<file path="config.mk">
export PLATFORM = sky130hd
export DESIGN_NAME = alu_seq
export DESIGN_NICKNAME = d
export VERILOG_FILES = /design/src/rtl/alu_pkg.sv /design/src/rtl/alu_seq_divider.sv /design/src/rtl/alu_seq.sv
export SDC_FILE = /design/constraint.sdc
export NUM_CORES = 1
export LEC_CHECK = 0
export ABC_AREA = 1
export CELL_PAD_IN_SITES_DETAIL_PLACEMENT = 1
export CELL_PAD_IN_SITES_GLOBAL_PLACEMENT = 1
export CORE_ASPECT_RATIO = 1.1
export CORE_MARGIN = 2
export CORE_UTILIZATION = 36
export CTS_CLUSTER_SIZE = 12
export DETAILED_ROUTE_END_ITERATION = 8
export PLACE_DENSITY = 0.8
export SYNTH_ARGS = -nofsm -noshare
export SYNTH_HDL_FRONTEND = slang
export SYNTH_SLANG_ARGS = --single-unit
</file>
<file path="constraint.sdc">
create_clock -name clk -period 2.6 [get_ports clk]
set_input_delay 0.26 -clock clk [delete_from_list [all_inputs] [get_ports clk]]
set_output_delay 0.26 -clock clk [all_outputs]
set_load 0.01 [all_outputs]
</file>
<file path="src/rtl/alu_pkg.sv">
// Shared opcodes, FSM state encoding and flag bundle for the alu_seq block.
// ALU_SEQ_DIV_EN selects whether the DIV state exists.
package alu_pkg;

    localparam logic [4:0] OP_PASS = 5'b00000;
    localparam logic [4:0] OP_ADD  = 5'b00001;
    localparam logic [4:0] OP_SUB  = 5'b00010;
    localparam logic [4:0] OP_CMPU = 5'b00101;
    localparam logic [4:0] OP_CMPS = 5'b11110;
    localparam logic [4:0] OP_AND  = 5'b00110;
    localparam logic [4:0] OP_OR   = 5'b00111;
    localparam logic [4:0] OP_NOR  = 5'b01000;
    localparam logic [4:0] OP_NAND = 5'b01001;
    localparam logic [4:0] OP_XOR  = 5'b01010;
    localparam logic [4:0] OP_XNOR = 5'b01011;
    localparam logic [4:0] OP_NOT  = 5'b01100;
    localparam logic [4:0] OP_DIV  = 5'b01101;
    localparam logic [4:0] OP_MOD  = 5'b01110;
    localparam logic [4:0] OP_LSR  = 5'b11000;
    localparam logic [4:0] OP_LSL  = 5'b11001;
    localparam logic [4:0] OP_ASR  = 5'b11010;
    localparam logic [4:0] OP_ROR  = 5'b11100;

`ifdef ALU_SEQ_DIV_EN
    typedef enum logic [1:0] {
        ST_IDLE = 2'd0,
        ST_DIV  = 2'd1,
        ST_HOLD = 2'd2
    } alu_state_t;
`else
    typedef enum logic [1:0] {
        ST_IDLE = 2'd0,
        ST_HOLD = 2'd2
    } alu_state_t;
`endif

    typedef struct packed {
        logic negative;
        logic zero;
        logic overflow;
        logic cout;
        logic div_invalid;
    } alu_flags_t;

    function automatic logic is_divmod(input logic [4:0] op);
        return (op == OP_DIV) || (op == OP_MOD);
    endfunction

endpackage

</file>
<file path="src/rtl/alu_seq_divider.sv">
// Unsigned restoring divider: one quotient bit per cycle, WIDTH cycles after start.
module alu_seq_divider #(
    parameter int WIDTH = 16
) (
    input  logic             clk,
    input  logic             rst,
    input  logic             start,
    input  logic [WIDTH-1:0] dividend,
    input  logic [WIDTH-1:0] divisor,
    output logic             done,
    output logic [WIDTH-1:0] quotient,
    output logic [WIDTH-1:0] remainder
);
    localparam int CW = $clog2(WIDTH) + 1;

    logic             running_q, running_d;
    logic [CW-1:0]    count_q, count_d;
    logic [WIDTH-1:0] quot_q, quot_d;
    logic [WIDTH-1:0] rem_q, rem_d;
    logic [WIDTH-1:0] dvsr_q, dvsr_d;
    logic [WIDTH:0]   rem_shift;
    logic [WIDTH:0]   trial;

    // The quotient register doubles as the dividend shifter.
    assign rem_shift = {rem_q, quot_q[WIDTH-1]};
    assign trial     = rem_shift - {1'b0, dvsr_q};

    always_comb begin
        running_d = running_q;
        count_d   = count_q;
        quot_d    = quot_q;
        rem_d     = rem_q;
        dvsr_d    = dvsr_q;
        if (start) begin
            running_d = 1'b1;
            count_d   = CW'(WIDTH);
            quot_d    = dividend;
            rem_d     = '0;
            dvsr_d    = divisor;
        end else if (running_q) begin
            if (count_q != '0) begin
                count_d = count_q - 1'b1;
                if (!trial[WIDTH]) begin
                    rem_d  = trial[WIDTH-1:0];
                    quot_d = {quot_q[WIDTH-2:0], 1'b1};
                end else begin
                    rem_d  = rem_shift[WIDTH-1:0];
                    quot_d = {quot_q[WIDTH-2:0], 1'b0};
                end
            end else begin
                running_d = 1'b0;
            end
        end
    end

    always_ff @(posedge clk) begin
        if (rst) begin
            running_q <= 1'b0;
            count_q   <= '0;
            quot_q    <= '0;
            rem_q     <= '0;
            dvsr_q    <= '0;
        end else begin
            running_q <= running_d;
            count_q   <= count_d;
            quot_q    <= quot_d;
            rem_q     <= rem_d;
            dvsr_q    <= dvsr_d;
        end
    end

    assign done      = running_q && (count_q == '0);
    assign quotient  = quot_q;
    assign remainder = rem_q;

endmodule

</file>
<file path="src/rtl/alu_seq.sv">
// Sequential ALU with valid/ready handshakes and registered result/flags.
// Define ALU_SEQ_DIV_EN to include the iterative divider and the DIV state.
module alu_seq
    import alu_pkg::*;
#(
    parameter int WIDTH = 16
) (
    input  logic             clk,
    input  logic             rst,
    input  logic             in_valid,
    output logic             in_ready,
    input  logic [4:0]       opcode,
    input  logic [WIDTH-1:0] x,
    input  logic [WIDTH-1:0] y,
    output logic             out_valid,
    input  logic             out_ready,
    output logic [WIDTH-1:0] r,
    output logic             negative,
    output logic             zero,
    output logic             overflow,
    output logic             cout,
    output logic             division_invalid_flag,
    output logic             busy
);
    localparam int SW = $clog2(WIDTH);

    alu_state_t       state_q, state_d;
    logic [WIDTH-1:0] r_q, r_d;
    alu_flags_t       flags_q, flags_d;

    logic [WIDTH:0]   sum_w, diff_w;
    logic [WIDTH-1:0] amt_m1, shr_m1, shl_m1, asr_m1, rot_r;
    logic [SW-1:0]    rot_amt;
    logic             add_ovf, sub_ovf;
    logic [WIDTH-1:0] res_r;
    alu_flags_t       res_f;
    logic             use_nz;

    assign sum_w   = {1'b0, x} + {1'b0, y};
    assign diff_w  = {1'b0, x} - {1'b0, y};
    assign add_ovf = (x[WIDTH-1] == y[WIDTH-1]) && (sum_w[WIDTH-1] != x[WIDTH-1]);
    assign sub_ovf = (x[WIDTH-1] != y[WIDTH-1]) && (diff_w[WIDTH-1] != x[WIDTH-1]);

    // Shifting by amount-1 exposes the last bit shifted out; huge amounts fall out as 0/sign.
    assign amt_m1  = y - WIDTH'(1);
    assign shr_m1  = x >> amt_m1;
    assign shl_m1  = x << amt_m1;
    assign asr_m1  = WIDTH'($signed(x) >>> amt_m1);
    assign rot_amt = y[SW-1:0];
    assign rot_r   = (x >> rot_amt) | (x << (WIDTH - int'(rot_amt)));

    always_comb begin
        res_r  = '0;
        res_f  = '0;
        use_nz = 1'b1;
        case (opcode)
            OP_PASS: res_r = x;
            OP_ADD: begin
                res_r          = sum_w[WIDTH-1:0];
                res_f.cout     = sum_w[WIDTH];
                res_f.overflow = add_ovf;
            end
            OP_SUB: begin
                res_r          = diff_w[WIDTH-1:0];
                res_f.cout     = ~diff_w[WIDTH];
                res_f.overflow = sub_ovf;
            end
            OP_CMPU, OP_CMPS: begin
                use_nz         = 1'b0;
                res_f.cout     = ~diff_w[WIDTH];
                res_f.overflow = sub_ovf;
                res_f.zero     = (diff_w[WIDTH-1:0] == '0);
                res_f.negative = (opcode == OP_CMPS) ? ($signed(x) < $signed(y))
                                                     : diff_w[WIDTH-1];
            end
            OP_AND:  res_r = x & y;
            OP_OR:   res_r = x | y;
            OP_NOR:  res_r = ~(x | y);
            OP_NAND: res_r = ~(x & y);
            OP_XOR:  res_r = x ^ y;
            OP_XNOR: res_r = ~(x ^ y);
            OP_NOT:  res_r = ~x;
            OP_LSR: begin
                res_r      = x >> y;
                res_f.cout = (y != '0) && shr_m1[0];
            end
            OP_LSL: begin
                res_r      = x << y;
                res_f.cout = (y != '0) && shl_m1[WIDTH-1];
            end
            OP_ASR: begin
                res_r      = WIDTH'($signed(x) >>> y);
                res_f.cout = (y != '0) && asr_m1[0];
            end
            OP_ROR: begin
                res_r      = rot_r;
                res_f.cout = (y != '0) && rot_r[WIDTH-1];
            end
`ifdef ALU_SEQ_DIV_EN
            OP_DIV, OP_MOD: begin
                // Only the divide-by-zero case completes here; other cases go through DIV.
                if (y == '0) begin
                    res_r             = (opcode == OP_DIV) ? '1 : x;
                    res_f.div_invalid = 1'b1;
                end
            end
`else
            OP_DIV, OP_MOD: res_f.div_invalid = 1'b1;
`endif
            default: res_r = '0;
        endcase
        if (use_nz) begin
            res_f.negative = res_r[WIDTH-1];
            res_f.zero     = (res_r == '0);
        end
    end

`ifdef ALU_SEQ_DIV_EN
    logic             is_mod_q, is_mod_d;
    logic             div_go;
    logic             div_done;
    logic [WIDTH-1:0] div_quot, div_rem;

    assign div_go = (state_q == ST_IDLE) && in_valid && is_divmod(opcode) && (y != '0);

    alu_seq_divider #(.WIDTH(WIDTH)) u_divider (
        .clk       (clk),
        .rst       (rst),
        .start     (div_go),
        .dividend  (x),
        .divisor   (y),
        .done      (div_done),
        .quotient  (div_quot),
        .remainder (div_rem)
    );
`endif

    always_comb begin
        state_d = state_q;
        r_d     = r_q;
        flags_d = flags_q;
`ifdef ALU_SEQ_DIV_EN
        is_mod_d = is_mod_q;
`endif
        case (state_q)
            ST_IDLE: begin
                if (in_valid) begin
`ifdef ALU_SEQ_DIV_EN
                    is_mod_d = (opcode == OP_MOD);
                    if (div_go) begin
                        state_d = ST_DIV;
                    end else begin
                        state_d = ST_HOLD;
                        r_d     = res_r;
                        flags_d = res_f;
                    end
`else
                    state_d = ST_HOLD;
                    r_d     = res_r;
                    flags_d = res_f;
`endif
                end
            end
`ifdef ALU_SEQ_DIV_EN
            ST_DIV: begin
                if (div_done) begin
                    state_d          = ST_HOLD;
                    r_d              = is_mod_q ? div_rem : div_quot;
                    flags_d          = '0;
                    flags_d.negative = r_d[WIDTH-1];
                    flags_d.zero     = (r_d == '0);
                end
            end
`endif
            ST_HOLD: begin
                if (out_ready) state_d = ST_IDLE;
            end
            default: state_d = ST_IDLE;
        endcase
    end

    always_ff @(posedge clk) begin
        if (rst) begin
            state_q <= ST_IDLE;
            r_q     <= '0;
            flags_q <= '0;
`ifdef ALU_SEQ_DIV_EN
            is_mod_q <= 1'b0;
`endif
        end else begin
            state_q <= state_d;
            r_q     <= r_d;
            flags_q <= flags_d;
`ifdef ALU_SEQ_DIV_EN
            is_mod_q <= is_mod_d;
`endif
        end
    end

    assign in_ready              = (state_q == ST_IDLE);
    assign out_valid             = (state_q == ST_HOLD);
    assign busy                  = (state_q != ST_IDLE);
    assign r                     = r_q;
    assign negative              = flags_q.negative;
    assign zero                  = flags_q.zero;
    assign overflow              = flags_q.overflow;
    assign cout                  = flags_q.cout;
    assign division_invalid_flag = flags_q.div_invalid;

endmodule

</file>
==> metrics, run 1 <==
global route total overflow=86; RePlAce Congestion=1.09; gr usage total=69.8%; Ports=65; YS warnings=0; Die Span X=141 µm; Synth Flop Type=dfxtp_1; CTS Buf Count=3; Initial Utilization=36.5%; htree depth=1; dpl cells=2,165; Halt Stage=5_1_grt; row count=55; Syn Nets=1,553; cts hold-fix bufs=0; ys async rst share=0%; clock sink total=22; Mapped Cells=1,459; vias in the first global route=17,650; most frequent cell after synthesis=nand2_1; PortBufs=64; sequential share of the synthesized area=5.91%; Mean Syn Cell Area=5.11 µm²; CTS root buffer=clkbuf_16; Synth area leaders=nand2_1 23%, nor2_1 9.0%, nand3_1 8.7%; area leader, netlist=nand2_1; worst slack at placement=-1.07 ns; DIE HEIGHT=155 µm; clock tree buffer depth=2; tool error=[ERROR GRT-0116] Global routing finished with congestion. Check the congestion regions in the DRC Viewer.; synthesized cell area=7460 µm²; first-pass GRT wire length=116,000 µm; largest net degree at the start of global routing=44; most frequent cells after synthesis=452 x nand2_1, 178 x nor2_1, 154 x inv_1, 130 x nand3_1, 123 x o21ai_0; status=aborted with a tool error; top cell type's share of synthesized area=22.7%; Final HPWL DP=45,600 µm; EDFF count, synth=0; Synth Register Bits=22; Synth cell types=54
==> logic make-up after synthesis <==
kind of cell,count (synthesis),share of synthesized area (%)
AOI/OAI and AO/OA,304,23.2
xor gates and xnor gates,9,1.06
and+or+nand+nor,835,47.2
muxes,1,0.134
DFF,22,5.91
adders and majority gates,53,9.09
buffers and inverters,235,13.3
==> what timing repair did <==
item | CTS
resized for setup | 325
pin swaps | 96
cloned | 0
setup buffers | 47
endpoints found under the setup margin | 20
hold endpoints to repair | 0
==> per-stage QoR <==
step,instance area [µm²],TNS (ns),hold WS (ns)
detailed placement,11600,-13.09,0.485
CTS,12900,-0.0580,0.499
floorplan,7460,0,0.482
global placement,11600,-9.53,0.459
==> per-layer routing <==
metal | GRT overflow | track usage [%]
met2 | 46 | 93.7
met1 | 0 | 69.9
met4 | 40 | 72.2
met5 | 0 | 11.7
met3 | 0 | 44.0
==> run 2, diff against run 1 <==
==> config.mk (replaced) <==
export PLATFORM = sky130hd
export DESIGN_NAME = alu_seq
export DESIGN_NICKNAME = d
export VERILOG_FILES = /design/src/rtl/alu_pkg.sv /design/src/rtl/alu_seq_divider.sv /design/src/rtl/alu_seq.sv
export SDC_FILE = /design/constraint.sdc
export NUM_CORES = 1
export LEC_CHECK = 0
export ABC_AREA = 1
export CORE_MARGIN = 2
export CORE_UTILIZATION = 40
export DETAILED_ROUTE_END_ITERATION = 8
export PLACE_DENSITY_LB_ADDON = 0.15
export SYNTH_ARGS = -nofsm -noshare
export SYNTH_HDL_FRONTEND = slang
export SYNTH_SLANG_ARGS = --single-unit
==> constraint.sdc (replaced) <==
create_clock -name clk -period 3.4 [get_ports clk]
set_input_delay 0.34 -clock clk [delete_from_list [all_inputs] [get_ports clk]]
set_output_delay 0.34 -clock clk [all_outputs]
set_load 0.01 [all_outputs]
==> run 2 against run 1 <==
Net effect: synthesized area did not move; the flow now finishes without violations; synthesized cell count did not move.
==> metrics, run 2 <==
CP Max Fanout=8; met3 Resource Use GR=5.54%; Max transition margin=46.0%; area delta synth->final=27.7%; Synth area leaders=nand2_1 23%, nor2_1 9.0%, nand3_1 8.7%; most common cell after layout, fill and taps aside=nand2_1; Worst setup EP type=flop; fraction of layout cells with a size suffix above 1=14.3%; CP max stage cell=clkdlybuf4s50_1; Lkg Pwr=4.83 nW; Hold WS=0.471 ns; htree depth=1 (unchanged); CTS tree=built; mux contribution to synthesized area=0.134% (unchanged); Post-DP Area=9440 µm² (-18%); drt pass-1 iters=7; ys async rst share=0% (unchanged); Post-CTS Setup Bufs=0 (-100%); Synth Register Bits=22 (unchanged); clock tree buffer depth=2 (unchanged); Peak VDD IR=0.245 mV; Initial Utilization=41.1% (+4.6 points); met1 Use GR=51.5%; WS Path Type=input port to flop; most frequent cells in the layout=452 x nand2_1, 181 x buf_4, 178 x nor2_1; GRT busiest layer=met2; Mean Syn Cell Area=5.11 µm² (unchanged); Worst Max-Slew Pin Slew=0.807 ns; global route total overflow=0; RePlAce Congestion=1.08 (-1.5%); Synth Flop Type=dfxtp_1; total power=1.96 mW; clock period minus worst slack=3.28 ns; largest family of logic cells by synthesized area=simple AND/OR/NAND/NOR gates; Synth cell types=54 (unchanged); clock slew at reported path FFs=0.06 ns; first-pass GRT wire length=59,300 µm; YS warnings=0 (unchanged); clock skew=0.00366 ns; Post-Synth Adder-Cell Area=9.09% (unchanged); initial antenna violation count=2; worst path arrival time=3.46 ns; Final Cell Area=9530 µm²; die area=19,800 µm²; CTS Buf Count=3 (unchanged); most frequent cell after synthesis=nand2_1; fin nets=1,741; Residual DRC=0; Post-Route WL=39,900 µm; post-synthesis simple-gate area fraction=47.2% (unchanged); core area=18,100 µm²; Avg WL per Cell=21.3 µm; Ports=65 (unchanged); cells along the critical path=clkdlybuf4s50_1 > buf_4 > inv_4 > a21oi_1 > buf_4 > nand2_1 > nand3_1 > nor2_1 > nor3_1 > buf_4 > nand2_1 > nor2_1 > nand3_1 > nor2_1 > nand2_1 > nor2_1 > nand3_1 > a21oi_2; gr usage total=39.3%; most frequent cells after synthesis=452 x nand2_1, 178 x nor2_1, 154 x inv_1, 130 x nand3_1, 123 x o21ai_0; PortBufs=64 (unchanged); xor and xnor area share after synthesis=1.06% (unchanged); Worst Path Required=3.59 ns; complex-gate fraction of the synthesized area=23.2% (unchanged); Slew Viols, Final=0; Worst Setup Start Kind=input port; Die Span X=141 µm (-0.49%); largest net degree at the start of global routing=32; CTS root buffer=clkbuf_16; fmax=305 MHz; clock sink total=22 (unchanged); GRT met2 Usage=62.4%; endpoints failing setup=0; max-cap viol count=0; Clk Latency, worst-skew pair=0.25 ns; Hold Crit Class=flop to flop; WP buf/inv=5; Mapped Cells=1,459 (unchanged); Syn Nets=1,553 (unchanged); Period Utilization, post-route=96.3%; pwr/cell area=206 nW/µm²; Final Hold Viols=0; Largest register FFs=16; CP top delay family=simple AND/OR/NAND/NOR gates; First DRT Iteration DRCs=1,427; vias per cell=5.89; top cell type's share of synthesized area=22.7% (unchanged); routed vias=11,035; vias in the first global route=10,028; synthesized cell area=7460 µm² (unchanged); DIE HEIGHT=141 µm (-9.3%); crit-path max cell delay=0.62 ns; sequential share of the synthesized area=5.91% (unchanged); EDFF count, synth=0 (unchanged); Crit path top cell by count=nor2_1; status=finished, final reports clean; Final HPWL DP=33,400 µm (-27%); area leader, netlist=nand2_1; antenna-violating nets left=0; row count=49 (-11%); ANT cells=0
==> run 2: cell counts after synthesis <==
No cell type changed its count.
==> run 2: repair_timing <==
item                                    CTS  global route
endpoints found under the hold margin     0             0
hold buffers                              0             0
resized for setup                         0             7
endpoints found under the setup margin    0             2
==> run 2: area by class of cell <==
| type | count | area, µm² |
|---|---|---|
| repair buffers | 248 | 2050 |
| multi-input cells | 1202 | 6030 |
| clock buffers | 3 | 75.1 |
| inverters | 170 | 643 |
| fillers | 2015 | 8620 |
| flip-flops and latches | 22 | 440 |
| well taps | 229 | 287 |
==> run 2: cell families after synthesis <==
| kind of cell | count (synthesis) |
|---|---|
| and+or+nand+nor | 835 |
| AOI/OAI and AO/OA | 304 |
| muxes | 1 |
| xor gates and xnor gates | 9 |
| DFF | 22 |
| buffers and inverters | 235 |
| adders and majority gates | 53 |
==> run 2: worst register-to-register path, cell delays in order (launching register included) <==
cell and delay [ns]:
dfxtp_1 0.31, inv_1 0.09, nand2_1 0.29, inv_1 0.62, buf_4 0.27, o21ai_0 0.09
a21oi_1 0.15
==> run 2: stage by stage <==
stage | setup slack, ns | std cells | utilization [%] | TNS (ns)
after global placement | -0.0575 | 1871 | 52.0 | -0.0575
final | 0.125 | 1874 | 52.5 | 0
after global routing | -0.00385 | 1874 | 52.5 | -0.00385
after floorplan | 0.684 | 1459 | - | 0
after detailed placement | -0.0724 | 1871 | 52.0 | -0.0724
after CTS | 0.193 | 1874 | 52.4 | 0
==> run 2: layer usage <==
layer / routed length, µm / vias up / part of all wire [%]
li1: - / 5161 / -
met1: 15800 / 5020 / 40
met2: 17100 / 719 / 43
met3: 4230 / 135 / 11
met4: 2740 / 0 / 6.9
met5: 0 / - / 0
==> run 2: final timing paths <==
| kind | endpoint | slack, ns | depth (start not counted) | start |
|---|---|---|---|---|
| max | zero | 0.12 | 18 | y[0] |
| min | negative | 0.47 | 2 | negative |
| max reg2reg | r[14] | 1.51 | 6 | state_q[1] |
| min reg2reg | negative | 0.47 | 2 | negative |
==> run 2: power by group <==
part | internal, mW | switching, mW
logic | 0.534 | 0.894
clock network | 0.155 | 0.0917
registers | 0.278 | 0.0101
(Power assumes the default switching activity.)
